<file path="src/rtl/uart_rx_buffer.sv">
// Receive-side buffer behind the UART receiver: synchronises the frame-valid level,
// captures one entry per frame into a show-ahead FIFO and reports occupancy/error status.
module uart_rx_buffer #(
    parameter int DATA_WIDTH      = 8,
    parameter int DEPTH           = 16,
    parameter int DROP_PARITY_ERR = 0
) (
    input  logic                    clk,
    input  logic                    rst,
    input  logic [DATA_WIDTH-1:0]   rx_data,
    input  logic                    rx_valid,
    input  logic                    rx_parity_err,
    output logic [DATA_WIDTH-1:0]   out_data,
    output logic                    out_perr,
    output logic                    out_valid,
    input  logic                    out_ready,
    output logic [$clog2(DEPTH):0]  count,
    output logic                    overflow,
    output logic [7:0]              err_count,
    input  logic                    clear_status
);

    localparam int AW = $clog2(DEPTH);
    localparam int CW = AW + 1;
    localparam int EW = DATA_WIDTH + 1;
    localparam logic [CW-1:0] FULL_CNT = CW'(DEPTH);
    localparam logic          DROP_EN  = (DROP_PARITY_ERR != 0);

    logic                  r_s1;
    logic                  r_s2;
    logic                  r_s3;
    logic [EW-1:0]         r_mem [DEPTH];
    logic [AW-1:0]         r_wr_ptr;
    logic [AW-1:0]         r_rd_ptr;
    logic [CW-1:0]         r_count;
    logic [DATA_WIDTH-1:0] r_out_data;
    logic                  r_out_perr;
    logic                  r_out_valid;
    logic                  r_overflow;
    logic [7:0]            r_err_count;

    logic                  w_push;
    logic                  w_store;
    logic                  w_pop;
    logic                  w_full;
    logic                  w_write;
    logic                  w_ovf_evt;
    logic                  w_err_evt;
    logic [AW-1:0]         w_rd_next;
    logic [CW-1:0]         w_count_next;
    logic [EW-1:0]         w_entry;
    logic [EW-1:0]         w_head;

    // Next-state decode for the FIFO and the head register.
    always_comb begin
        w_push    = r_s2 & ~r_s3;
        w_store   = w_push & ~(DROP_EN & rx_parity_err);
        w_pop     = r_out_valid & out_ready;
        w_full    = (r_count == FULL_CNT);
        w_write   = w_store & (~w_full | w_pop);
        w_ovf_evt = w_store & w_full & ~w_pop;
        w_err_evt = w_push & rx_parity_err;
        w_entry   = {rx_parity_err, rx_data};
        w_rd_next = w_pop ? (r_rd_ptr + AW'(1)) : r_rd_ptr;
        case ({w_write, w_pop})
            2'b10:   w_count_next = r_count + CW'(1);
            2'b01:   w_count_next = r_count - CW'(1);
            default: w_count_next = r_count;
        endcase
        // The slot being written is the new head only when it lands where the read pointer goes.
        if (w_write && (r_wr_ptr == w_rd_next)) begin
            w_head = w_entry;
        end else begin
            w_head = r_mem[w_rd_next];
        end
    end

    // FIFO storage; contents need no reset.
    always_ff @(posedge clk) begin
        if (w_write) begin
            r_mem[r_wr_ptr] <= w_entry;
        end
    end

    // Synchroniser, pointers, registered head and sticky status.
    always_ff @(posedge clk or posedge rst) begin
        if (rst) begin
            r_s1        <= 1'b0;
            r_s2        <= 1'b0;
            r_s3        <= 1'b0;
            r_wr_ptr    <= '0;
            r_rd_ptr    <= '0;
            r_count     <= '0;
            r_out_data  <= '0;
            r_out_perr  <= 1'b0;
            r_out_valid <= 1'b0;
            r_overflow  <= 1'b0;
            r_err_count <= 8'd0;
        end else begin
            r_s1        <= rx_valid;
            r_s2        <= r_s1;
            r_s3        <= r_s2;
            r_rd_ptr    <= w_rd_next;
            r_count     <= w_count_next;
            r_out_valid <= (w_count_next != CW'(0));
            if (w_write) begin
                r_wr_ptr <= r_wr_ptr + AW'(1);
            end
            if (w_count_next != CW'(0)) begin
                r_out_perr <= w_head[EW-1];
                r_out_data <= w_head[DATA_WIDTH-1:0];
            end
            if (w_ovf_evt) begin
                r_overflow <= 1'b1;
            end else if (clear_status) begin
                r_overflow <= 1'b0;
            end
            // A parity event in the same cycle as a clear leaves a count of one.
            if (w_err_evt) begin
                if (clear_status) begin
                    r_err_count <= 8'd1;
                end else if (r_err_count != 8'hFF) begin
                    r_err_count <= r_err_count + 8'd1;
                end
            end else if (clear_status) begin
                r_err_count <= 8'd0;
            end
        end
    end

    assign out_data  = r_out_data;
    assign out_perr  = r_out_perr;
    assign out_valid = r_out_valid;
    assign count     = r_count;
    assign overflow  = r_overflow;
    assign err_count = r_err_count;

endmodule

</file>
<file path="config.mk">
export PLATFORM = sky130hd
export DESIGN_NAME = uart_rx_buffer
export DESIGN_NICKNAME = d
export VERILOG_FILES = /design/src/rtl/uart_rx_buffer.sv
export SDC_FILE = /design/constraint.sdc
export NUM_CORES = 1
export LEC_CHECK = 0
export CAP_MARGIN = 5
export CORE_ASPECT_RATIO = 0.5
export CORE_MARGIN = 3
export CORE_UTILIZATION = 51
export CTS_CLUSTER_DIAMETER = 40
export CTS_CLUSTER_SIZE = 25
export DETAILED_ROUTE_END_ITERATION = 10
export PLACE_DENSITY_LB_ADDON = 0.1
export SLEW_MARGIN = 5
export SYNTH_ARGS = -nofsm -noshare
export SYNTH_HDL_FRONTEND = slang
export SYNTH_SLANG_ARGS = --single-unit
</file>
<file path="constraint.sdc">
create_clock -name clk -period 3.8 [get_ports clk]
set_input_delay 1.14 -clock clk [delete_from_list [all_inputs] [get_ports clk]]
set_output_delay 1.14 -clock clk [all_outputs]
set_load 0.005 [all_outputs]
</file>
Word-level counts from Yosys, hierarchy flattened:

Memory sizes are Yosys's and may differ from the RTL's. A register that Yosys moved wholly into a read port is not among the register bits.
Cells that the tools add are included.

* add/sub/neg operators: 5
* multipliers: 0
* divide/modulo/power cells: 0
* $lt $le $gt $ge: 0
* eq/ne operators: 4
* shift-type cells: 0
* muxes and demuxes: 10
* bitwise logic cells: 10
* reduce and logical (&&, ||, !) cells: 5

Operator list (number)
* $mux W8: 4
* $pmux W5 S2: 1
* $add A4 B1 Y4 const B: 2
* $add A8 B1 Y8 const B: 1
* $ne A8 B8 Y1 const B: 1
* $and A1 B1 Y1: 6
* $reduce_bool A2 Y1: 3
* $add A5 B1 Y5 const B: 1
* $eq A5 B5 Y1 const B: 1
* $reduce_bool A5 Y1: 1
* $sub A5 B1 Y5 const B: 1
* $mux W1: 4
* $mux W4: 1
* $not A1 Y1: 3
* $eq A2 B1 Y1 const B: 1
* $eq A2 B2 Y1 const B: 1
* $reduce_and A2 Y1: 1
* $or A1 B1 Y1: 1

* flip-flop bits (word level): 26
* bits in latches: 0
* bits in writable memories: 144
* ROM bits: 0
* input port bits: 14
* output and inout bits: 24
* logic and storage cells: 44
* memories kept: 1

Memory list
* r_mem: words 16, width 9, rd ports 1, clocked after Yosys merged registers in 1, write ports 1, RTL line 32 `logic [EW-1:0] r_mem [DEPTH];`

Depth between registers and ports, before layout:

Gate-level depths: netlist (run 1).

* depth in word-level cells: 7
* gate-level depth with buffers: 12

Worst setup path after synthesis (run 1):

OpenSTA, ideal clock, no wires.

* path kind: input -> register
* start point: input out_ready
* end point: register r_out_data[0] (netlist: out_data[0]), read port of r_mem
* setup time: 0.149 ns
* data arrival time: 3.177 ns
* required time: 3.651 ns
* setup slack: 0.473 ns
* stages: 12
* buffers on the path: 2
* path through: buf_4 > nand2_4 > nor2_1 > xor2_1 > ha_1 > nor3_1 > nor4b_1 > or3_1 > a21boi_0 > clkbuf_4 > a2111oi_0 > a221oi_2

* cells in the longest elaborated chain, start to end: 6

RTL lines
* start: declaration: RTL line 16 `input logic out_ready,`
* $and A1 B1 Y1 *: RTL line 58 `w_pop = r_out_valid & out_ready;`
* $or A1 B1 Y1: RTL line 60 `w_write = w_store & (~w_full | w_pop);`
* $and A1 B1 Y1: RTL line 60
* $eq A2 B1 Y1 or $eq A2 B2 Y1 (tied branches): RTL line 65 `case ({w_write, w_pop})`
* $pmux W5 S2: RTL line 65
* $reduce_bool A5 Y1: RTL line 109 `if (w_count_next != CW'(0)) begin`
* end: declaration: RTL line 36 `logic [DATA_WIDTH-1:0] r_out_data;`

Mark *: on every way between the ends. The rest lies on a longest branch, timed or not.
A chain may end at the register's enable or synchronous reset.

Final worst setup path (run 1):

* start point: input out_ready
* end point: register r_out_data[7] (netlist: out_data[7]), read port of r_mem

The elaborated chain is that of the path after synthesis.

==> results of run 1 <==
==> area by class of cell <==
class / instances / area share (%)
clock inverter: 15 / 2.12
sequential: 179 / 54.4
inverter: 15 / 0.589
timing repair buffer: 100 / 10.0
tap: 198 / 2.59
multi-input combinational: 317 / 25.8
clock buffer: 17 / 4.45
==> worst max-delay path, stage by stage <==
cell             delay, ns
clkdlybuf4s50_1       0.53
nand2_4               0.05
nor2_1                0.15
xor2_1                0.09
ha_1                  0.22
nor3_1                0.19
nor4b_1               0.31
or3_1                 0.17
a21boi_0              0.08
buf_4                 0.19
a2111oi_0             0.56
a221oi_2              0.06
==> sequential cells by signal (all words and copies together), names as in the netlist <==
name / count
count: 5
err_count: 8
out_data: 8
out_perr: 1
out_valid: 1
overflow: 1
r_mem: 144
r_rd_ptr: 4
r_s1: 1
r_s2: 1
r_s3: 1
r_wr_ptr: 4
==> cell families after synthesis <==
logic type	synth area share [%]
buffers and inverters	3.69
flip-flops	65.3
XOR/XNOR	2.63
AO/OA/AOI/OAI	13.9
AND/OR/NAND/NOR	11.0
multiplexers	2.28
adder cells (fa/ha/maj)	1.10
==> synth_stat cells, types with 2 or more instances <==
library cell  count
a2111oi_0        17
a2111oi_1         2
a211oi_1         62
a21oi_1           3
a221oi_2          9
a31oi_1           2
a32oi_4           2
and2_1            4
and3_1           67
buf_1             3
buf_2            11
buf_4             4
buf_6             5
buf_8             2
clkbuf_1         10
clkbuf_2          2
dfrtp_1          35
edfxtp_1        144
ha_1              7
inv_1            15
mux2i_1          17
nand2_1          14
nand2b_1          4
nand3_1           6
nand4_1           5
nor2_1           21
nor2b_1           2
nor3_1            9
nor4_1            5
o21ai_0           8
o21ai_1           2
o22ai_1           2
o41ai_1           4
or3_1             2
xnor2_1           6
xnor3_1           3
xor2_1            7
==> power by group <==
| part | internal, mW | switching, mW | leakage, nW |
|---|---|---|---|
| combinational | 1.43 | 1.57 | 1.47 |
| sequential | 2.33 | 0.222 | 1.72 |
| clock | 1.02 | 0.831 | 0.311 |
| total | 4.78 | 2.62 | 3.50 |
==> layer usage <==
layer	vias to the layer above	global-route usage, %	wire [µm]
li1	2351	-	-
met1	2565	34.4	8840
met2	209	34.4	8280
met3	18	3.81	1420
met4	0	5.89	194
met5	-	0	0
==> per-stage QoR <==
| stage | cell area (µm²) | hold WS, ns | TNS, ns |
|---|---|---|---|
| CTS | 9550 | 0.356 | 0 |
| floorplan | 7960 | 0.331 | 0 |
| global placement | 8920 | 0.335 | -0.259 |
| finish | 9550 | 0.356 | 0 |
| global route | 9550 | 0.372 | 0 |
| detailed placement | 8920 | 0.339 | -0.257 |
==> worst paths after layout <==
| check | from | endpoint | slack (ns) | depth (start not counted) |
|---|---|---|---|---|
| max | out_ready | out_data[7]$_DFFE_PP0P_ | 0.33 | 12 |
| min | r_s1$_DFF_PP0_ | r_s2$_DFF_PP0_ | 0.36 | 0 |
| max reg2reg | r_s2$_DFF_PP0_ | out_data[7]$_DFFE_PP0P_ | 0.92 | 12 |
| min reg2reg | r_s1$_DFF_PP0_ | r_s2$_DFF_PP0_ | 0.36 | 0 |
| max in group asynchronous | rst | out_data[2]$_DFFE_PP0P_ | 1.99 | 3 |
| min in group asynchronous | rst | r_rd_ptr[2]$_DFF_PP0_ | 1.16 | 2 |
==> qor.txt, run 1 <==
Dpl ws: -0.0432 ns
Setup-failing EPs final: 0
Die Width: 183 µm
Initial antenna violation count: 0
Worst Skew: 0.00960 ns
Minimum clock period: 3.47 ns
Multi-input gate area: 2460 µm²
Synth top area share: 54.3%
Detailed Route WL: 18.7 mm
Starting density of the core: 53.6%
Hold WC Path Type: reg2reg
# hold bufs at CTS: 0
GRT overflow: 0
Distinct cells, synth: 63
CP Launch Type: input port
Area Growth Syn to Fin: 20.0%
Antenna Nets Post-Route: 0
Row cnt: 31
Core area: 14900 µm²
#FFs+latches synth: 179
Net Count, Synth: 570
Number of fill cells: 1078
Max clock buf depth: 2
Most frequent cells in the layout: edfxtp_1, and3_1, a211oi_1, buf_4, clkdlybuf4s50_1
Top cells by area, synth: edfxtp_1, dfrtp_1, a211oi_1
Power Density: 775 nW/µm²
Synth async-reset ratio: 19.6%
CTS buffer count: 17
Cts repair resizes: 0
Synth area leader: edfxtp_1
Via count: 5143
Max-slew violations: 0
RePlAce Congestion: 0.819
CTS sink count: 179
WP data required: 4.08 ns
Max Clock Freq: 288 MHz
Final nets: 651
Port bufs: 37
Main synth FF type: edfxtp_1
Dpl hpwl: 11.9 mm
H-tree levels: 4
Post-DR vias/cell: 6.12
Mapped Cells: 549
Pre-Repair DR Iteration Count: 5
Placed Cells: 809
Latest clock arrival within the worst-skew pair: 0.43 ns
Fin util: 64.3%
EDFF count, synth: 144
Warnings, synthesis: 0
Max cap viols: 0
Worst VDD drop: 381 µV
Setup WS post-layout: 0.333 ns
DRC: 0
Tcrit/Tclk final: 91.2%
Critical path arrival: 3.75 ns
Rel. slew slack: 47.2%
Global-route wire length before repair: 29.2 mm
Non-filler cells, final: 841
Die footprint: 17200 µm²
Leak: 3.50 nW
Critical path capture point type: register
CTS tree: yes
Wirelength per Cell: 22.3 µm
Hold Violations, Final: 0
Leading cell type in the layout, fill and taps excluded: edfxtp_1
Number of post-CTS setup repair buffers: 0
Worst-path fanout max: 11
Synthesized cell area: 7960 µm²
Drt initial violations: 509
Vias in the first global route: 4932
Seq/Total Area, Yosys: 65.3%
Largest net degree at the start of global routing: 63
Clock transition at path regs: 0.07 ns
I/O pin total: 38
Diodes inserted: 0
Register area: 5200 µm²
Crit path kind: in2reg
Die Height: 94.3 µm
GR Util All Layers: 22.7%
Total power: 7.40 mW
Mean post-synth cell area: 14.5 µm²
Layout cells sized above 1: 18.8%
Unrepaired setup endpoints after global routing: no
Worst Tran Pin Value: 0.791 ns
Outcome: finished clean
Clock root buffer: clkbuf_16
Note: power is estimated with default switching activity, not from simulation.
==> run 2: changes to the inputs <==
Settings changed: ABC_CLOCK_PERIOD_IN_PS from default to 3800.
==> results of run 2 <==
Final layout, timing and power as in run 1 (identical DEF).
==> run 3: changes to the inputs <==
Settings changed: SLEW_MARGIN 5 to default.
==> results of run 3 <==
Final layout, timing and power as in run 1 (identical DEF).
